File: src/rtl/vga_capture_if.sv
// Bundle for vga_capture: incoming VGA stream plus the VRAM write port
// and capture status flags.
interface vga_capture_if #(
    parameter int ADDR_W = 19
);
    logic              pix_en;
    logic              vga_h_sync;
    logic              vga_v_sync;
    logic [3:0]        vga_red;
    logic [3:0]        vga_green;
    logic [3:0]        vga_blue;
    logic              wr_en;
    logic [ADDR_W-1:0] wr_addr;
    logic [11:0]       wr_data;
    logic              frame_done;
    logic              locked;
    logic              sync_err;

    modport master (
        output pix_en, vga_h_sync, vga_v_sync,
        output vga_red, vga_green, vga_blue,
        input  wr_en, wr_addr, wr_data,
        input  frame_done, locked, sync_err
    );

    modport slave (
        input  pix_en, vga_h_sync, vga_v_sync,
        input  vga_red, vga_green, vga_blue,
        output wr_en, wr_addr, wr_data,
        output frame_done, locked, sync_err
    );
endinterface

File: src/rtl/vga_capture.sv
// VGA capture receiver: samples sync/RGB on pix_en, tracks frame and
// line timing, writes active pixels to VRAM at y*H_ACTIVE+x.
module vga_capture #(
    parameter int H_ACTIVE = 640,
    parameter int H_BP     = 48,
    parameter int V_ACTIVE = 480,
    parameter int V_BP     = 33,
    parameter int ADDR_W   = 19
) (
    input logic           clk,
    input logic           rst,
    vga_capture_if.slave  bus
);
    localparam int PW   = $clog2(H_BP + H_ACTIVE);
    localparam int LMAX = (V_BP > V_ACTIVE) ? V_BP : V_ACTIVE;
    localparam int LW   = $clog2(LMAX + 1);

    localparam logic [PW-1:0] FIRST     = PW'(H_BP);
    localparam logic [PW-1:0] LAST      = PW'(H_BP + H_ACTIVE - 1);
    localparam logic [LW-1:0] VBP_END   = LW'(V_BP);
    localparam logic [LW-1:0] LAST_LINE = LW'(V_ACTIVE - 1);

    typedef enum logic [2:0] {
        F_IDLE, F_VSYNC, F_VBP, F_ACTIVE, F_DONE
    } fstate_t;

    typedef enum logic {
        L_WAIT, L_PIX
    } lstate_t;

    fstate_t           fstate;
    lstate_t           lstate;
    logic              stb;
    logic              hs, hs_prev, vs, vs_prev;
    logic [11:0]       rgb;
    logic [PW-1:0]     pcnt;
    logic [LW-1:0]     lcnt;
    logic [ADDR_W-1:0] addr;

    logic          hs_rise, hs_fall, vs_rise, vs_fall;
    logic          start, adv, in_line, wr_pix, last, err;
    logic [PW-1:0] idx;

    assign hs_rise = hs & ~hs_prev;
    assign hs_fall = ~hs & hs_prev;
    assign vs_rise = vs & ~vs_prev;
    assign vs_fall = ~vs & vs_prev;

    // Sample index of the current strobe within the line (0 = hsync rise)
    always_comb begin
        start   = (fstate == F_ACTIVE) && (lstate == L_WAIT) && hs_rise;
        adv     = (fstate == F_ACTIVE) && (lstate == L_PIX);
        idx     = start ? '0 : pcnt + PW'(1);
        in_line = start | adv;
        wr_pix  = in_line && (idx >= FIRST);
        last    = in_line && (idx == LAST);
        err     = stb && (
                  (vs_fall && (fstate == F_VBP || fstate == F_ACTIVE)) ||
                  (adv && hs_fall && !last));
    end

    always_ff @(posedge clk or posedge rst) begin
        if (rst) begin
            fstate         <= F_IDLE;
            lstate         <= L_WAIT;
            stb            <= 1'b0;
            hs             <= 1'b1;
            hs_prev        <= 1'b1;
            vs             <= 1'b1;
            vs_prev        <= 1'b1;
            rgb            <= '0;
            pcnt           <= '0;
            lcnt           <= '0;
            addr           <= '0;
            bus.wr_en      <= 1'b0;
            bus.wr_addr    <= '0;
            bus.wr_data    <= '0;
            bus.frame_done <= 1'b0;
            bus.locked     <= 1'b0;
            bus.sync_err   <= 1'b0;
        end else begin
            bus.wr_en      <= 1'b0;
            bus.frame_done <= 1'b0;
            bus.sync_err   <= 1'b0;
            stb            <= bus.pix_en;
            if (bus.pix_en) begin
                hs      <= bus.vga_h_sync;
                hs_prev <= hs;
                vs      <= bus.vga_v_sync;
                vs_prev <= vs;
                rgb     <= {bus.vga_red, bus.vga_green, bus.vga_blue};
            end
            // Logic acts on the strobe after the sample regs load
            if (fstate == F_DONE) begin
                bus.frame_done <= 1'b1;
                bus.locked     <= 1'b1;
                fstate         <= (stb && vs_fall) ? F_VSYNC : F_IDLE;
            end else if (err) begin
                bus.sync_err <= 1'b1;
                bus.locked   <= 1'b0;
                addr         <= '0;
                lstate       <= L_WAIT;
                fstate       <= F_VSYNC;
            end else if (stb) begin
                unique case (fstate)
                    F_IDLE: begin
                        if (vs_fall) fstate <= F_VSYNC;
                    end
                    F_VSYNC: begin
                        if (vs_rise) begin
                            fstate <= F_VBP;
                            lcnt   <= '0;
                        end
                    end
                    F_VBP: begin
                        if (hs_rise) begin
                            if (lcnt + LW'(1) == VBP_END) begin
                                fstate <= F_ACTIVE;
                                lstate <= L_WAIT;
                                lcnt   <= '0;
                                addr   <= '0;
                            end else begin
                                lcnt <= lcnt + LW'(1);
                            end
                        end
                    end
                    F_ACTIVE: begin
                        if (in_line) begin
                            pcnt   <= idx;
                            lstate <= last ? L_WAIT : L_PIX;
                        end
                        if (wr_pix) begin
                            bus.wr_en   <= 1'b1;
                            bus.wr_addr <= addr;
                            bus.wr_data <= rgb;
                            addr        <= addr + ADDR_W'(1);
                        end
                        if (last) begin
                            lcnt <= lcnt + LW'(1);
                            if (lcnt == LAST_LINE) fstate <= F_DONE;
                        end
                    end
                    default: ;
                endcase
            end
        end
    end
endmodule
File: src/flat_wrapper.sv
// flat-port wrapper written by rule: the top's interface ports become plain ports
module vga_capture_flat 
#(
    parameter int H_ACTIVE = 640,
    parameter int H_BP     = 48,
    parameter int V_ACTIVE = 480,
    parameter int V_BP     = 33,
    parameter int ADDR_W   = 19
)
  (clk, rst, bus_pix_en, bus_vga_h_sync, bus_vga_v_sync, bus_vga_red, bus_vga_green, bus_vga_blue, bus_wr_en, bus_wr_addr, bus_wr_data, bus_frame_done, bus_locked, bus_sync_err);
  vga_capture_if #(.ADDR_W(ADDR_W)) bus_i ();
  input logic clk;
  input logic rst;
  input wire logic [$bits(bus_i.pix_en)-1:0] bus_pix_en;
  input wire logic [$bits(bus_i.vga_h_sync)-1:0] bus_vga_h_sync;
  input wire logic [$bits(bus_i.vga_v_sync)-1:0] bus_vga_v_sync;
  input wire logic [$bits(bus_i.vga_red)-1:0] bus_vga_red;
  input wire logic [$bits(bus_i.vga_green)-1:0] bus_vga_green;
  input wire logic [$bits(bus_i.vga_blue)-1:0] bus_vga_blue;
  output wire logic [$bits(bus_i.wr_en)-1:0] bus_wr_en;
  output wire logic [$bits(bus_i.wr_addr)-1:0] bus_wr_addr;
  output wire logic [$bits(bus_i.wr_data)-1:0] bus_wr_data;
  output wire logic [$bits(bus_i.frame_done)-1:0] bus_frame_done;
  output wire logic [$bits(bus_i.locked)-1:0] bus_locked;
  output wire logic [$bits(bus_i.sync_err)-1:0] bus_sync_err;
  assign bus_i.pix_en = bus_pix_en;
  assign bus_i.vga_h_sync = bus_vga_h_sync;
  assign bus_i.vga_v_sync = bus_vga_v_sync;
  assign bus_i.vga_red = bus_vga_red;
  assign bus_i.vga_green = bus_vga_green;
  assign bus_i.vga_blue = bus_vga_blue;
  assign bus_wr_en = bus_i.wr_en;
  assign bus_wr_addr = bus_i.wr_addr;
  assign bus_wr_data = bus_i.wr_data;
  assign bus_frame_done = bus_i.frame_done;
  assign bus_locked = bus_i.locked;
  assign bus_sync_err = bus_i.sync_err;
  vga_capture #(.H_ACTIVE(H_ACTIVE), .H_BP(H_BP), .V_ACTIVE(V_ACTIVE), .V_BP(V_BP), .ADDR_W(ADDR_W)) u_core (.clk(clk), .rst(rst), .bus(bus_i));
endmodule
File: config.mk
export PLATFORM = sky130hd
export DESIGN_NAME = vga_capture_flat
export DESIGN_NICKNAME = d
export VERILOG_FILES = /design/src/rtl/vga_capture_if.sv /design/src/rtl/vga_capture.sv /design/src/flat_wrapper.sv
export SDC_FILE = /design/constraint.sdc
export NUM_CORES = 1
export LEC_CHECK = 0
export BUFFER_PORTS_ARGS = -buffer_cell sky130_fd_sc_hd__buf_2
export CELL_PAD_IN_SITES_DETAIL_PLACEMENT = 1
export CELL_PAD_IN_SITES_GLOBAL_PLACEMENT = 2
export CORE_AREA = 5 5 119 121
export DETAILED_ROUTE_END_ITERATION = 12
export DIE_AREA = 0 0 124 126
export PLACE_DENSITY = 0.87
export SLEW_MARGIN = 30
export SYNTH_ARGS = -nofsm -noshare
export SYNTH_HDL_FRONTEND = slang
export SYNTH_SLANG_ARGS = --single-unit
File: constraint.sdc
create_clock -name clk -period 4.16 [get_ports clk]
set_clock_uncertainty 0.1 [all_clocks]
set_input_delay 0.208 -clock clk [delete_from_list [all_inputs] [get_ports clk]]
set_output_delay 0.208 -clock clk [all_outputs]
set_load 0.005 [all_outputs]
# --- After elaboration in Yosys (flattened, before gate mapping) ---
# Cells that the tools add are included.
classes:
  n_lt_le_gt_ge: 1
  bitwise: 12
  n_mux: 40
  n_addsub: 3
  n_reduce_logical: 26
  n_eq_ne: 20
ops:
  columns: ["cell", "count"]
  rows:
  - ["two-way mux 19 bit", 5]
  - ["case mux 19 bit (2 select lines)", 1]
  - ["two-way mux 9 bit", 4]
  - ["two-way mux 3 bit", 9]
  - ["case mux 9 bit (3 select lines)", 1]
  - ["adder 19 x 1 -> 19 bit (second input constant)", 1]
  - ["two-way mux 1 bit", 17]
  - ["case mux 3 bit (4 select lines)", 1]
  - ["AND reduction 6 bit", 2]
  - ["adder 10 x 1 -> 10 bit (second input constant)", 1]
  - ["equality test 10 bit (second input constant)", 1]
  - [">= comparator 10 x 6 -> 1 bit (second input constant)", 1]
  - ["logical AND 1 bit", 10]
  - ["two-way mux 10 bit", 1]
  - ["AND reduction 5 bit", 2]
  - ["adder 9 x 1 -> 9 bit (second input constant)", 1]
  - ["equality test 9 x 6 -> 1 bit (second input constant)", 1]
  - ["equality test 9 bit (second input constant)", 1]
  - ["inequality test 3 x 1 -> 1 bit (second input constant)", 3]
  - ["nonzero test 3 bit", 3]
  - ["inequality test 4 x 1 -> 1 bit (second input constant)", 2]
  - ["inequality test 4 x 2 -> 1 bit (second input constant)", 2]
  - ["inequality test 4 x 3 -> 1 bit (second input constant)", 2]
  - ["AND reduction 8 bit", 1]
  - ["other kinds (15)", 29]
totals:
  in_bits: 17
  elab_cells: 119
  out_inout_bits: 35
  reg_bits: 94

# --- Longest topological paths before layout ---
# Gate-level depths: netlist of run 1.
depth:
  word_depth: 12
  mapped_depth: 10
  depth_no_buf: 8

# --- Worst setup path before layout of run 1 ---
# Ideal clock, no wire load.
synth_timing:
  path_type: "flip-flop to flip-flop"
  from: "reg u_core.pcnt[0]"
  to: "reg u_core.bus.wr_addr[10]"
  arrival_time_ps: 2880
  path_buffers: 1
  period_less_slack_ps: 3106
  slack_ps: 1054
  required_time_ps: 3935
  path_stages_with_launch: 9
  path_cell_list: "dfrtp_1 ha_1 and3_1 and2_1 o31ai_2 a31oi_4 a2111oi_4 buf_6 mux2_4"
synth_via:
  elab_chain_cells: 10
  elab_cells_between_ends: 12
  classes_between: "add/sub: 1; order compare: 1; eq/ne: 1; mux: 1; bitwise: 1; reduce/logical: 7"
synth_lines:
  columns: ["element", "line", "source"]
  rows:
  - ["from (decl)", "vga_capture.sv:36", "logic [PW-1:0] pcnt;"]
  - ["from (signal assigned)", "vga_capture.sv:129", "pcnt <= idx;"]
  - ["adder 10 x 1 -> 10 bit *", "vga_capture.sv:53", "idx = start ? '0 : pcnt + PW'(1);"]
  - ["two-way mux 10 bit *", "vga_capture.sv:53", null]
  - ["branches (longest 7 deep; another with >= comparator 10 x 6 -> 1 bit)", null, null]
  - ["AND reduction 5 bit (no line) *", null, null]
  - ["to (signal assigned)", "vga_capture.sv:134", "bus.wr_addr <= addr;"]
  - ["to (decl)", "vga_capture_if.sv:29", "output wr_en, wr_addr, wr_data,"]
# Every way passes the cells marked *.
# A chain may end at the register's enable or synchronous reset.

# --- Worst setup path in the final report of run 1 ---
layout_timing:
  from: "reg u_core.pcnt[0]"
  to: "reg u_core.lcnt[6]"
layout_via:
  elab_chain_cells: 10
  elab_cells_between_ends: 11
  classes_between: "add/sub: 1; eq/ne: 2; mux: 1; bitwise: 1; reduce/logical: 6"
layout_lines:
  columns: ["element", "line", "source"]
  rows:
  - ["adder 10 x 1 -> 10 bit *", "vga_capture.sv:53", null]
  - ["two-way mux 10 bit *", "vga_capture.sv:53", null]
  - ["equality test 10 bit *", "vga_capture.sv:56", "last = in_line && (idx == LAST);"]
  - ["logical AND 1 bit *", "vga_capture.sv:56", null]
  - ["zero test 1 bit", "vga_capture.sv:59", "(adv && hs_fall && !last));"]
  - ["logical AND 1 bit", "vga_capture.sv:59", null]
  - ["logical OR 1 bit", "vga_capture.sv:58", "(vs_fall && (fstate == F_VBP || fstate == F_ACTIVE)) ||"]
  - ["logical AND 1 bit", "vga_capture.sv:57", "err = stb && ("]
  - ["NOT 1 bit (no line)", null, null]
  - ["AND reduction 7 bit (no line) *", null, null]
  - ["to (signal assigned)", "vga_capture.sv:123", "lcnt <= lcnt + LW'(1);"]
  - ["to (signal assigned)", "vga_capture.sv:139", "lcnt <= lcnt + LW'(1);"]
  - ["to (decl)", "vga_capture.sv:37", "logic [LW-1:0] lcnt;"]
# Mark *: on every way between the ends. The rest lies on a longest branch, timed or not.

==> summary.txt, run 1 <==
Die
  – I/O pin total: 52
  – Die height: 126 microns
  – Die ar.: 15600 sq um
  – Initial Utilization: 37.9%
  – Core Rows: between 40 and 50
  – Core Area: 13000 sq um
  – Die Wd: 124 microns

Critical path
  – CP startpoint: u_core.pcnt[0]$_DFFE_PP0P_
  – R2R Setup Slk: about 0.6 ns
  – WS Path Type: flip-flop to flip-flop
  – Crit. End Element: flip-flop
  – WP data required: 4.28 ns
  – CP Max Fanout: 16
  – CP arrival: 3.68 ns
  – CP Launch Type: flip-flop
  – R2r startpoint: u_core.pcnt[0]$_DFFE_PP0P_

Global routing
  – Largest net degree at the start of global routing: 54
  – Total grt overflow: 0
  – Global-route wire length before repair: 21400 microns
  – Gr usage total: roughly 17%
  – Vias in the first global route: 4233
  – Initial antenna violation count: 0

Timing
  – Minimum clock period after layout: 3.56 ns
  – RSZ-0062 raised after global routing: false
  – Period utilization: 85.5%
  – Hold WS: 0.0129 ns
  – Slew headroom: 54.1%
  – # setup viols final: 0
  – Setup ws final: about 0.60 ns
  – Fin. Hold Viols: 0
  – Worst Max-Slew Pin Slew: 0.689 ns
  – Achievable frequency: 0.281 GHz
  – Max-slew violations: 0
  – TNS Setup: 0 ns

Yosys
  – Top cell type's share of synthesized area: 45.8%
  – Synth area leader: dfrtp_1
  – Post-synth ARST share: 100%
  – Sequential area share after synthesis: 47.9%
  – Top_reg_cell synth: dfrtp_1
  – Avg Inst Size Synth: about 11 sq um
  – Netlist cell types: 65
  – EDFF count, synth: 0
  – Ranking of synthesized cells by area: dfrtp_1, mux2_4, mux2_2, a31oi_1, o21ai_0
  – Mapped cell area: 4920 sq um
  – Syn nets: 469
  – Number of synthesized register bits: 94
  – Post-synthesis cell count: 448
  – YS warnings: 0

Placement
  – IO Port Bufs: around 50
  – Dpl hpwl: roughly 8500 microns
  – Dpl ws: 0.602 ns
  – Routability cong.: around 0.86

Route
  – DRT iter0 DRCs: 159
  – DR vias: 3838
  – Final WL: roughly 12000 microns
  – DRC violations left: 0
  – Number of routed nets with antenna violations: 0
  – Post-DR wirelength/cell: 18.3 microns
  – Via density: 5.62
  – TritonRoute pass-1 iters: 4

Layout
  – Area Growth Syn to Fin: 16.2%
  – Fin nets: 523
  – Commonest non-fill, non-tap cells in the layout: dfrtp_1, buf_2, nand2_1
  – Most common cell after layout, fill and taps aside: dfrtp_1
  – N_diodes: 0
  – Layout cells sized above 1: 28.4%

Clocking
  – TritonCTS buffer count: 9
  – CTS Sinks: 94
  – Clock latency on the worst-skew pair: 0.34 ns
  – Clk slew on worst S/H paths: 0.07 ns
  – H-Tree Depth: 3
  – Root Buffer: clkbuf_16
  – Max Buffers Root-to-Sink: 2
  – CTS tree: yes

Power and ir drop
  – Max VDD drop: 262 uV
  – PwrDens: ~400 nW/um^2
  – Final Power: 2.32 mW
  – Leakage: between 2 and 3 nW

Min path
  – Hold Path Origin: bus_vga_green[3]
  – Worst min-delay path class: input port to flip-flop

Run
  – Max-Cap Viols: 0

Outcome
  – Status: completed
per-layer routing:
metal  GRT usage, %  vias up  share of wire, %
met5              0        -                 0
met4           6.25        0               2.1
met3           3.50       23               3.5
met2           28.4       65                50
met1           21.5     1958                44
li1               -     1792                 -
per-stage QoR:
stage / cell area, sq um / utilization, % / std cells
3_5_place_dp: 5340 / 41.1 / 659
3_3_place_gp: 5340 / 41.1 / 659
2_1_floorplan: 4920 / - / 448
5_1_grt: 5710 / 44.0 / 683
4_1_cts: 5710 / 44.0 / 683
6_report: 5710 / 44.0 / 683
final cells by class:
| class | instances | area (sq um) |
|---|---|---|
| Clock inverter | 5 | 60.1 |
| Multi-Input combinational cell | 314 | 2380 |
| Clock buffer | 11 | 233 |
| Inverter | 15 | 58.8 |
| Tap cell | 176 | 220 |
| Fill cell | 1447 | 7270 |
| Timing Repair Buffer | 68 | 403 |
| Sequential cell | 94 | 2360 |
power by group:
| group | switching, mW | internal (mW) |
|---|---|---|
| logic | 0.288 | 0.165 |
| clock network | 0.368 | 0.469 |
| registers | 0.0646 | 0.966 |
| total | 0.720 | 1.60 |
cell families after synthesis:
group / count (synthesis) / share of synthesized area [%]
adders and majority gates: 4 / 1.02
AOI/OAI and AO/OA: 119 / 17.2
DFF: 94 / 47.9
buffers and inverters: 40 / 3.79
and+or+nand+nor: 131 / 15.2
muxes: 54 / 13.8
xor gates and xnor gates: 6 / 1.07
sequential cells by signal, indices dropped and copies added, names as in the netlist:
register,flops
u_core.lcnt,9
u_core.bus.wr_addr,19
u_core.bus.locked,1
u_core.vs,1
u_core.addr,19
u_core.stb,1
u_core.hs,1
u_core.pcnt,10
u_core.rgb,12
u_core.bus.sync_err,1
u_core.bus.frame_done,1
u_core.bus.wr_en,1
u_core.vs_prev,1
u_core.hs_prev,1
u_core.lstate,1
u_core.bus.wr_data,12
u_core.fstate,3
cells in the mapped netlist (4+ instances only):
cell type and n:
dfrtp_1 90, or3_1 4, buf_2 4, mux2_1 5, nand3_1 13, nor2b_1 7, o21ai_1 5, nor4_1 5
dfstp_2 4, nand2b_1 4, mux2_2 24, nand4_1 13, a21oi_1 19, inv_1 14, and3_1 10, and4_1 5
clkbuf_1 15, mux2_4 20, mux2i_1 5, buf_6 4, o41ai_1 5, o31ai_1 7, a31oi_1 21, nand2_1 30
nor2_1 18, ha_1 4, and2_1 7, o21ai_0 25, a21o_1 4
critical path, cell delays in order, from the launching register on:
cell and delay, ns:
dfrtp_1 0.48, ha_1 0.32, and3_1 0.24, and2_1 0.19
o31ai_2 0.48, a41oi_1 0.35, or4_1 0.82, o41ai_1 0.45
final timing paths:
path                                                endpoint  depth (start not counted)
min                                u_core.rgb[7]$_DFFE_PP0P_                          2
min reg2reg                u_core.bus.wr_addr[2]$_DFFE_PP0P_                          1
max in group asynchronous         u_core.vs_prev$_DFFE_PP1P_                          4
min in group asynchronous  u_core.bus.wr_data[0]$_DFFE_PP0P_                          3
max reg2reg                       u_core.lcnt[6]$_DFFE_PP0P_                          7
max                               u_core.lcnt[6]$_DFFE_PP0P_                          7
repair_timing:
action                                  in CTS  in global routing
hold endpoints to repair                    56                  0
endpoints found under the setup margin       0                  0
gates resized for setup                      0                  0
hold buffers                                 8                  0
setup buffers                                0                  0
(Power assumes the default switching activity.)
==> run 2, diff against run 1 <==
Settings changed: CORE_AREA 5 5 119 121 to 5 5 117 119, CTS_BUF_LIST set to sky130_fd_sc_hd__clkbuf_4 sky130_fd_sc_hd__clkbuf_8, DIE_AREA 0 0 124 126 to 0 0 122 124, PLACE_DENSITY 0.87 to 0.9.
==> summary.txt, run 2 (synthesis results as in run 1) <==
Clocking
  – Clock latency on the worst-skew pair: 0.37 ns (+0.03 ns)
  – Gates resized, CTS repair: 0 (unchanged)
  – CTS Sinks: 94 (unchanged)
  – Max Buffers Root-to-Sink: 2 (unchanged)
  – H-Tree Depth: 3 (unchanged)
  – TritonCTS buffer count: 9 (unchanged)
  – Clk slew on worst S/H paths: 0.10 ns (+0.03 ns)
  – CTS tree: yes
  – Root Buffer: clkbuf_8

Global routing
  – Largest net degree at the start of global routing: 63 (+17%)
  – Global-route wire length before repair: 21300 microns (-0.77%)
  – Vias in the first global route: 4139 (-2.2%)
  – Gr usage total: 17.5% (+0.54 points)
  – Initial antenna violation count: 0 (unchanged)
  – Total grt overflow: 0 (unchanged)

Timing
  – TNS Setup: 0 ns (unchanged)
  – Hold WS: 0.0579 ns (+0.0451 ns)
  – # setup viols final: 0 (unchanged)
  – RSZ-0062 raised after global routing: false
  – Worst Max-Slew Pin Slew: 0.914 ns (+0.225 ns)
  – Setup ws final: 0.595 ns (-0.00623 ns)
  – Slew headroom: 38.8% (-15 points)
  – Minimum clock period after layout: 3.56 ns (+0.00623 ns)
  – Period utilization: 85.7% (+0.15 points)
  – Achievable frequency: 0.281 GHz (-0.18%)
  – Max-slew violations: 0 (unchanged)
  – Fin. Hold Viols: 0 (unchanged)

Die
  – Initial Utilization: 39.5% (+1.6 points)
  – Die ar.: 15100 sq um (-3.2%)
  – Core Rows: 41 (-2.4%)
  – Die height: 124 microns (-1.6%)
  – Die Wd: 122 microns (-1.6%)
  – Core Area: 12500 sq um (-4.0%)
  – I/O pin total: 52 (unchanged)

Power and ir drop
  – Leakage: 2.59 nW (about the same)
  – Final Power: 2.19 mW (-5.6%)
  – Max VDD drop: 220 uV (-16%)
  – PwrDens: 384 nW/um^2 (-5.5%)

Layout
  – Top flop regs: u_core.addr x19, u_core.bus.wr_addr x19
  – N_diodes: 0 (unchanged)
  – Most common cell after layout, fill and taps aside: dfrtp_1
  – Fin area: 5710 sq um (about the same)
  – Fin nets: 529 (+1.1%)
  – Commonest non-fill, non-tap cells in the layout: dfrtp_1, buf_2, nand2_1
  – Area Growth Syn to Fin: 16.1% (about the same)
  – Layout cells sized above 1: 28.3% (-0.14 points)
  – Post-layout utilization of the core: 45.8% (+1.8 points)
  – Non-filler cells in the finished layout: 685 (+0.29%)

Critical path
  – Reg2Reg Depth: 7 (unchanged)
  – CP arrival: 3.71 ns (+0.03 ns)
  – WP data required: 4.30 ns (+0.02 ns)
  – CP startpoint: u_core.pcnt[0]$_DFFE_PP0P_
  – R2r startpoint: u_core.pcnt[0]$_DFFE_PP0P_
  – Reg-to-Reg End: u_core.lcnt[8]$_DFFE_PP0P_
  – R2R Setup Slk: 0.60 ns (about the same)
  – CP Max Fanout: 16 (unchanged)
  – Crit. End Element: flip-flop
  – Worst setup path endpoint: u_core.lcnt[8]$_DFFE_PP0P_
  – CP Launch Type: flip-flop
  – WS Path Type: flip-flop to flip-flop

Route
  – DRT iter0 DRCs: 191 (+20%)
  – TritonRoute pass-1 iters: 4 (unchanged)
  – Number of routed nets with antenna violations: 0 (unchanged)
  – DRC violations left: 0 (unchanged)
  – Final WL: 12600 microns (+0.98%)
  – DR vias: 3825 (-0.34%)
  – Via density: 5.58 (-0.63%)
  – Post-DR wirelength/cell: 18.4 microns (+0.68%)

Placement
  – Dpl hpwl: 8450 microns (-0.38%)
  – Placed cells: 654 (-0.76%)
  – Routability cong.: 0.853 (-0.48%)
  – DP Area: 5330 sq um (-0.16%)
  – Dpl ws: 0.620 ns (+0.0178 ns)
  – IO Port Bufs: 51 (unchanged)

Min path
  – Hold Path Depth: 1 (-1)
  – Worst min-delay path class: input port to flip-flop

Outcome
  – Status: completed

Run
  – Max-Cap Viols: 0 (unchanged)
[run 2: changes by cell type in the layout (fill, tap and decap cells not counted)]
cell           change
clkbuf_8          +10
clkbuf_16          -9
dlygate4sd3_1      +7
clkbuf_1           -2
buf_4              -1
bufinv_16          +1
clkbuf_4           +1
clkinv_4           +1
clkinvlp_4         -1
inv_4              -1
[run 2: worst min path at each step]
stage	slack [ns]	startpoint	end
after detailed placement	0.20	rst	u_core.rgb[3]$_DFFE_PP0P_
after global placement	0.34	bus_vga_v_sync	u_core.vs$_DFFE_PP1P_
after global routing	0.06	bus_pix_en	u_core.stb$_DFF_PP0_
after CTS	0.05	bus_pix_en	u_core.stb$_DFF_PP0_
after floorplan	0.14	bus_pix_en	u_core.stb$_DFF_PP0_
final	0.06	bus_pix_en	u_core.stb$_DFF_PP0_
[run 2: power breakdown]
group | leakage (nW) | total (mW) | internal [mW] | switching, mW
clock network | 0.117 | 0.705 | 0.364 | 0.341
logic | 1.22 | 0.456 | 0.165 | 0.291
registers | 1.26 | 1.03 | 0.966 | 0.0641
[run 2: per-layer routing]
| metal | vias to the layer above | track usage, % | routed length (microns) |
|---|---|---|---|
| li1 | 1797 | - | - |
| met1 | 1951 | 21.6 | 5460 |
| met2 | 58 | 31.0 | 6570 |
| met3 | 19 | 3.32 | 383 |
| met4 | 0 | 5.60 | 180 |
| met5 | - | 0 | 0 |
[run 2: worst max-delay path: stages (launching register included)]
cell,delay [ns]
dfrtp_1,0.48
ha_1,0.32
and3_1,0.23
and2_1,0.20
o31ai_2,0.48
a41oi_1,0.35
or4_1,0.82
o41ai_1,0.46
[run 2: final cells by class]
type / count / area (sq um)
Clock buffer: 11 / 145
Clock inverter: 5 / 82.6
Fill cell: 1362 / 6760
Inverter: 15 / 61.3
Multi-Input combinational cell: 314 / 2380
Sequential cell: 94 / 2360
Tap cell: 172 / 215
Timing Repair Buffer: 74 / 465
[run 2: timing repair]
action | CTS | global route
setup buffers | 0 | 0
endpoints found under the setup margin | 0 | 0
endpoints found under the hold margin | 74 | 0
hold buffers | 15 | 0
==> run 3, diff against run 2 <==
Settings changed: MAX_ROUTING_LAYER set to met4.
==> summary.txt, run 3 (synthesis results as in run 1) <==
Layout
  – Top flop regs: u_core.addr x19, u_core.bus.wr_addr x19
  – Commonest non-fill, non-tap cells in the layout: dfrtp_1, buf_2, nand2_1
  – Area Growth Syn to Fin: 16.1% (unchanged)
  – Most common cell after layout, fill and taps aside: dfrtp_1
  – Layout cells sized above 1: 28.3% (unchanged)
  – N_diodes: 0 (unchanged)
  – Area of the multi-input gates: 2380 sq um (unchanged)
  – Reg area: 2360 sq um (unchanged)
  – Fin nets: 529 (unchanged)
  – Fillers: 1362 (unchanged)

Critical path
  – CP arrival: 3.71 ns (about the same)
  – Crit-path cells: ha_1 > and3_1 > and2_1 > o31ai_2 > a41oi_1 > or4_1 > o41ai_1
  – Reg-to-Reg End: u_core.lcnt[8]$_DFFE_PP0P_
  – WP data required: 4.31 ns (about the same)
  – R2r startpoint: u_core.pcnt[0]$_DFFE_PP0P_
  – CP startpoint: u_core.pcnt[0]$_DFFE_PP0P_
  – Slowest stage delay, CP: 0.82 ns (about the same)
  – Crit. End Element: flip-flop
  – CP Max Fanout: 16 (unchanged)
  – R2R Setup Slk: 0.60 ns (about the same)
  – Reg2Reg Depth: 7 (unchanged)
  – Cell family with most CP delay: compound AO/OA/AOI/OAI gates
  – CP bufs+invs: 0 (unchanged)
  – CP Launch Type: flip-flop
  – CP max-delay cell: or4_1
  – WS Path Type: flip-flop to flip-flop

Global routing
  – Global-route wire length before repair: 21300 microns (about the same)
  – Initial antenna violation count: 0 (unchanged)
  – Gr usage total: 18.0% (+0.51 points)
  – Largest net degree at the start of global routing: 63 (unchanged)
  – Total grt overflow: 0 (unchanged)
  – Vias in the first global route: 4151 (+0.29%)

Min path
  – Hold Path Depth: 1 (unchanged)
  – Worst min-delay path class: input port to flip-flop
  – Hold Path Origin: bus_pix_en
  – Hold EP: u_core.stb$_DFF_PP0_

Route
  – TritonRoute pass-1 iters: 4 (unchanged)
  – DR vias: 3830 (+0.13%)
  – Final WL: 12600 microns (+0.21%)
  – Via density: 5.59 (+0.13%)
  – Number of routed nets with antenna violations: 0 (unchanged)
  – Post-DR wirelength/cell: 18.4 microns (+0.21%)
  – DRT iter0 DRCs: 162 (-15%)
  – DRC violations left: 0 (unchanged)

Power and ir drop
  – Sw Share: 31.8% (+0.061 points)
  – Psw: 698 uW (+0.28%)
  – PwrDens: 384 nW/um^2 (about the same)
  – Seq pwr share: 47.0% (about the same)
  – Clock share of power: 32.3% (about the same)
  – Leakage: 2.59 nW (unchanged)
  – Max VDD drop: 222 uV (+0.65%)
  – Part of the power in combinational logic: 20.8% (about the same)
  – Int Power: 1.50 mW (about the same)

Timing
  – Minimum clock period after layout: 3.56 ns (-0.00479 ns)
  – TNS Setup: 0 ns (unchanged)
  – RSZ-0062 raised after global routing: false
  – Achievable frequency: 0.281 GHz (+0.13%)
  – Worst Max-Slew Pin Slew: 0.900 ns (-0.0144 ns)
  – Fin. Hold Viols: 0 (unchanged)
  – Period utilization: 85.6% (-0.12 points)
  – Hold WS: 0.0509 ns (-0.00708 ns)
  – # setup viols final: 0 (unchanged)
  – Slew headroom: 39.8% (+0.96 points)
  – Max-slew violations: 0 (unchanged)

Die
  – Die Wd: 122 microns (unchanged)
  – I/O pin total: 52 (unchanged)
  – Core Rows: 41 (unchanged)
  – Core Area: 12500 sq um (unchanged)
  – Die height: 124 microns (unchanged)
  – Initial Utilization: 39.5% (unchanged)
  – Die ar.: 15100 sq um (unchanged)

Clocking
  – Clock latency on the worst-skew pair: 0.38 ns (about the same)
  – CTS Sinks: 94 (unchanged)
  – Gates resized, CTS repair: 0 (unchanged)
  – H-Tree Depth: 3 (unchanged)
  – Max Buffers Root-to-Sink: 2 (unchanged)
  – Root Buffer: clkbuf_8
  – TritonCTS buffer count: 9 (unchanged)
  – CTS tree: yes
  – Clk slew on worst S/H paths: 0.10 ns (about the same)

Outcome
  – Status: completed

Run
  – Max-Cap Viols: 0 (unchanged)

Placement
  – Routability cong.: 0.867 (+1.6%)
  – IO Port Bufs: 51 (unchanged)
  – Dpl hpwl: 8450 microns (unchanged)
-- run 3: cell counts in the layout (fill, tap and decap cells not counted) --
No cell type changed its count.
-- run 3: timing repair --
action	4_1_cts	5_1_grt
buffers inserted	0	0
endpoints found under the hold margin	74	0
hold buffers	15	0
-- run 3: area by class of cell --
class,instances,share of cell area [%]
clock buffers,11,2.54
repair buffers,74,8.15
clock inverters,5,1.45
inverters,15,1.07
multi-input cells,314,41.7
well taps,172,3.77
flip-flops and latches,94,41.3
-- run 3: worst max-delay path by stage --
stage                                         endpoint  cells after the start
global route                u_core.lcnt[8]$_DFFE_PP0P_                      7
floorplan           u_core.bus.wr_addr[10]$_DFFE_PP0P_                      8
finish                      u_core.lcnt[8]$_DFFE_PP0P_                      7
global placement    u_core.bus.wr_addr[18]$_DFFE_PP0P_                      8
CTS                         u_core.lcnt[8]$_DFFE_PP0P_                      7
detailed placement          u_core.lcnt[8]$_DFFE_PP0P_                      7
-- run 3: stage by stage --
step | cells | utilization [%] | worst slack, ns | total power, mW | cell area (sq um)
after detailed placement | 654 | 42.8 | 0.620 | 1.49 | 5330
after CTS | 685 | 45.8 | 0.588 | 2.20 | 5710
after floorplan | 448 | - | 1.05 | 1.36 | 4920
final | 685 | 45.8 | 0.600 | 2.19 | 5710
after global routing | 685 | 45.8 | 0.392 | 2.32 | 5710
after global placement | 654 | 42.7 | 0.808 | 1.47 | 5330
-- run 3: power by group through the flow --
stage,sequential (mW),combinational [mW],clock [mW]
after floorplan,1.02,0.332,0
after detailed placement,1.05,0.443,0
final,1.03,0.455,0.708
after CTS,1.03,0.459,0.714
after global placement,1.04,0.425,0
after global routing,1.04,0.506,0.770
-- run 3: per-layer routing --
metal	global-route usage, %	vias to the layer above	routed length, microns
met4	5.60	0	141
met5	-	-	0
li1	-	1798	-
met1	22.0	1954	5520
met2	31.0	65	6630
met3	2.77	13	330
-- run 3: worst reg2reg max path: stages (launching register included) --
cell	delay, ns
dfrtp_1	0.48
ha_1	0.32
and3_1	0.23
and2_1	0.20
o31ai_2	0.48
a41oi_1	0.34
or4_1	0.82
o41ai_1	0.46
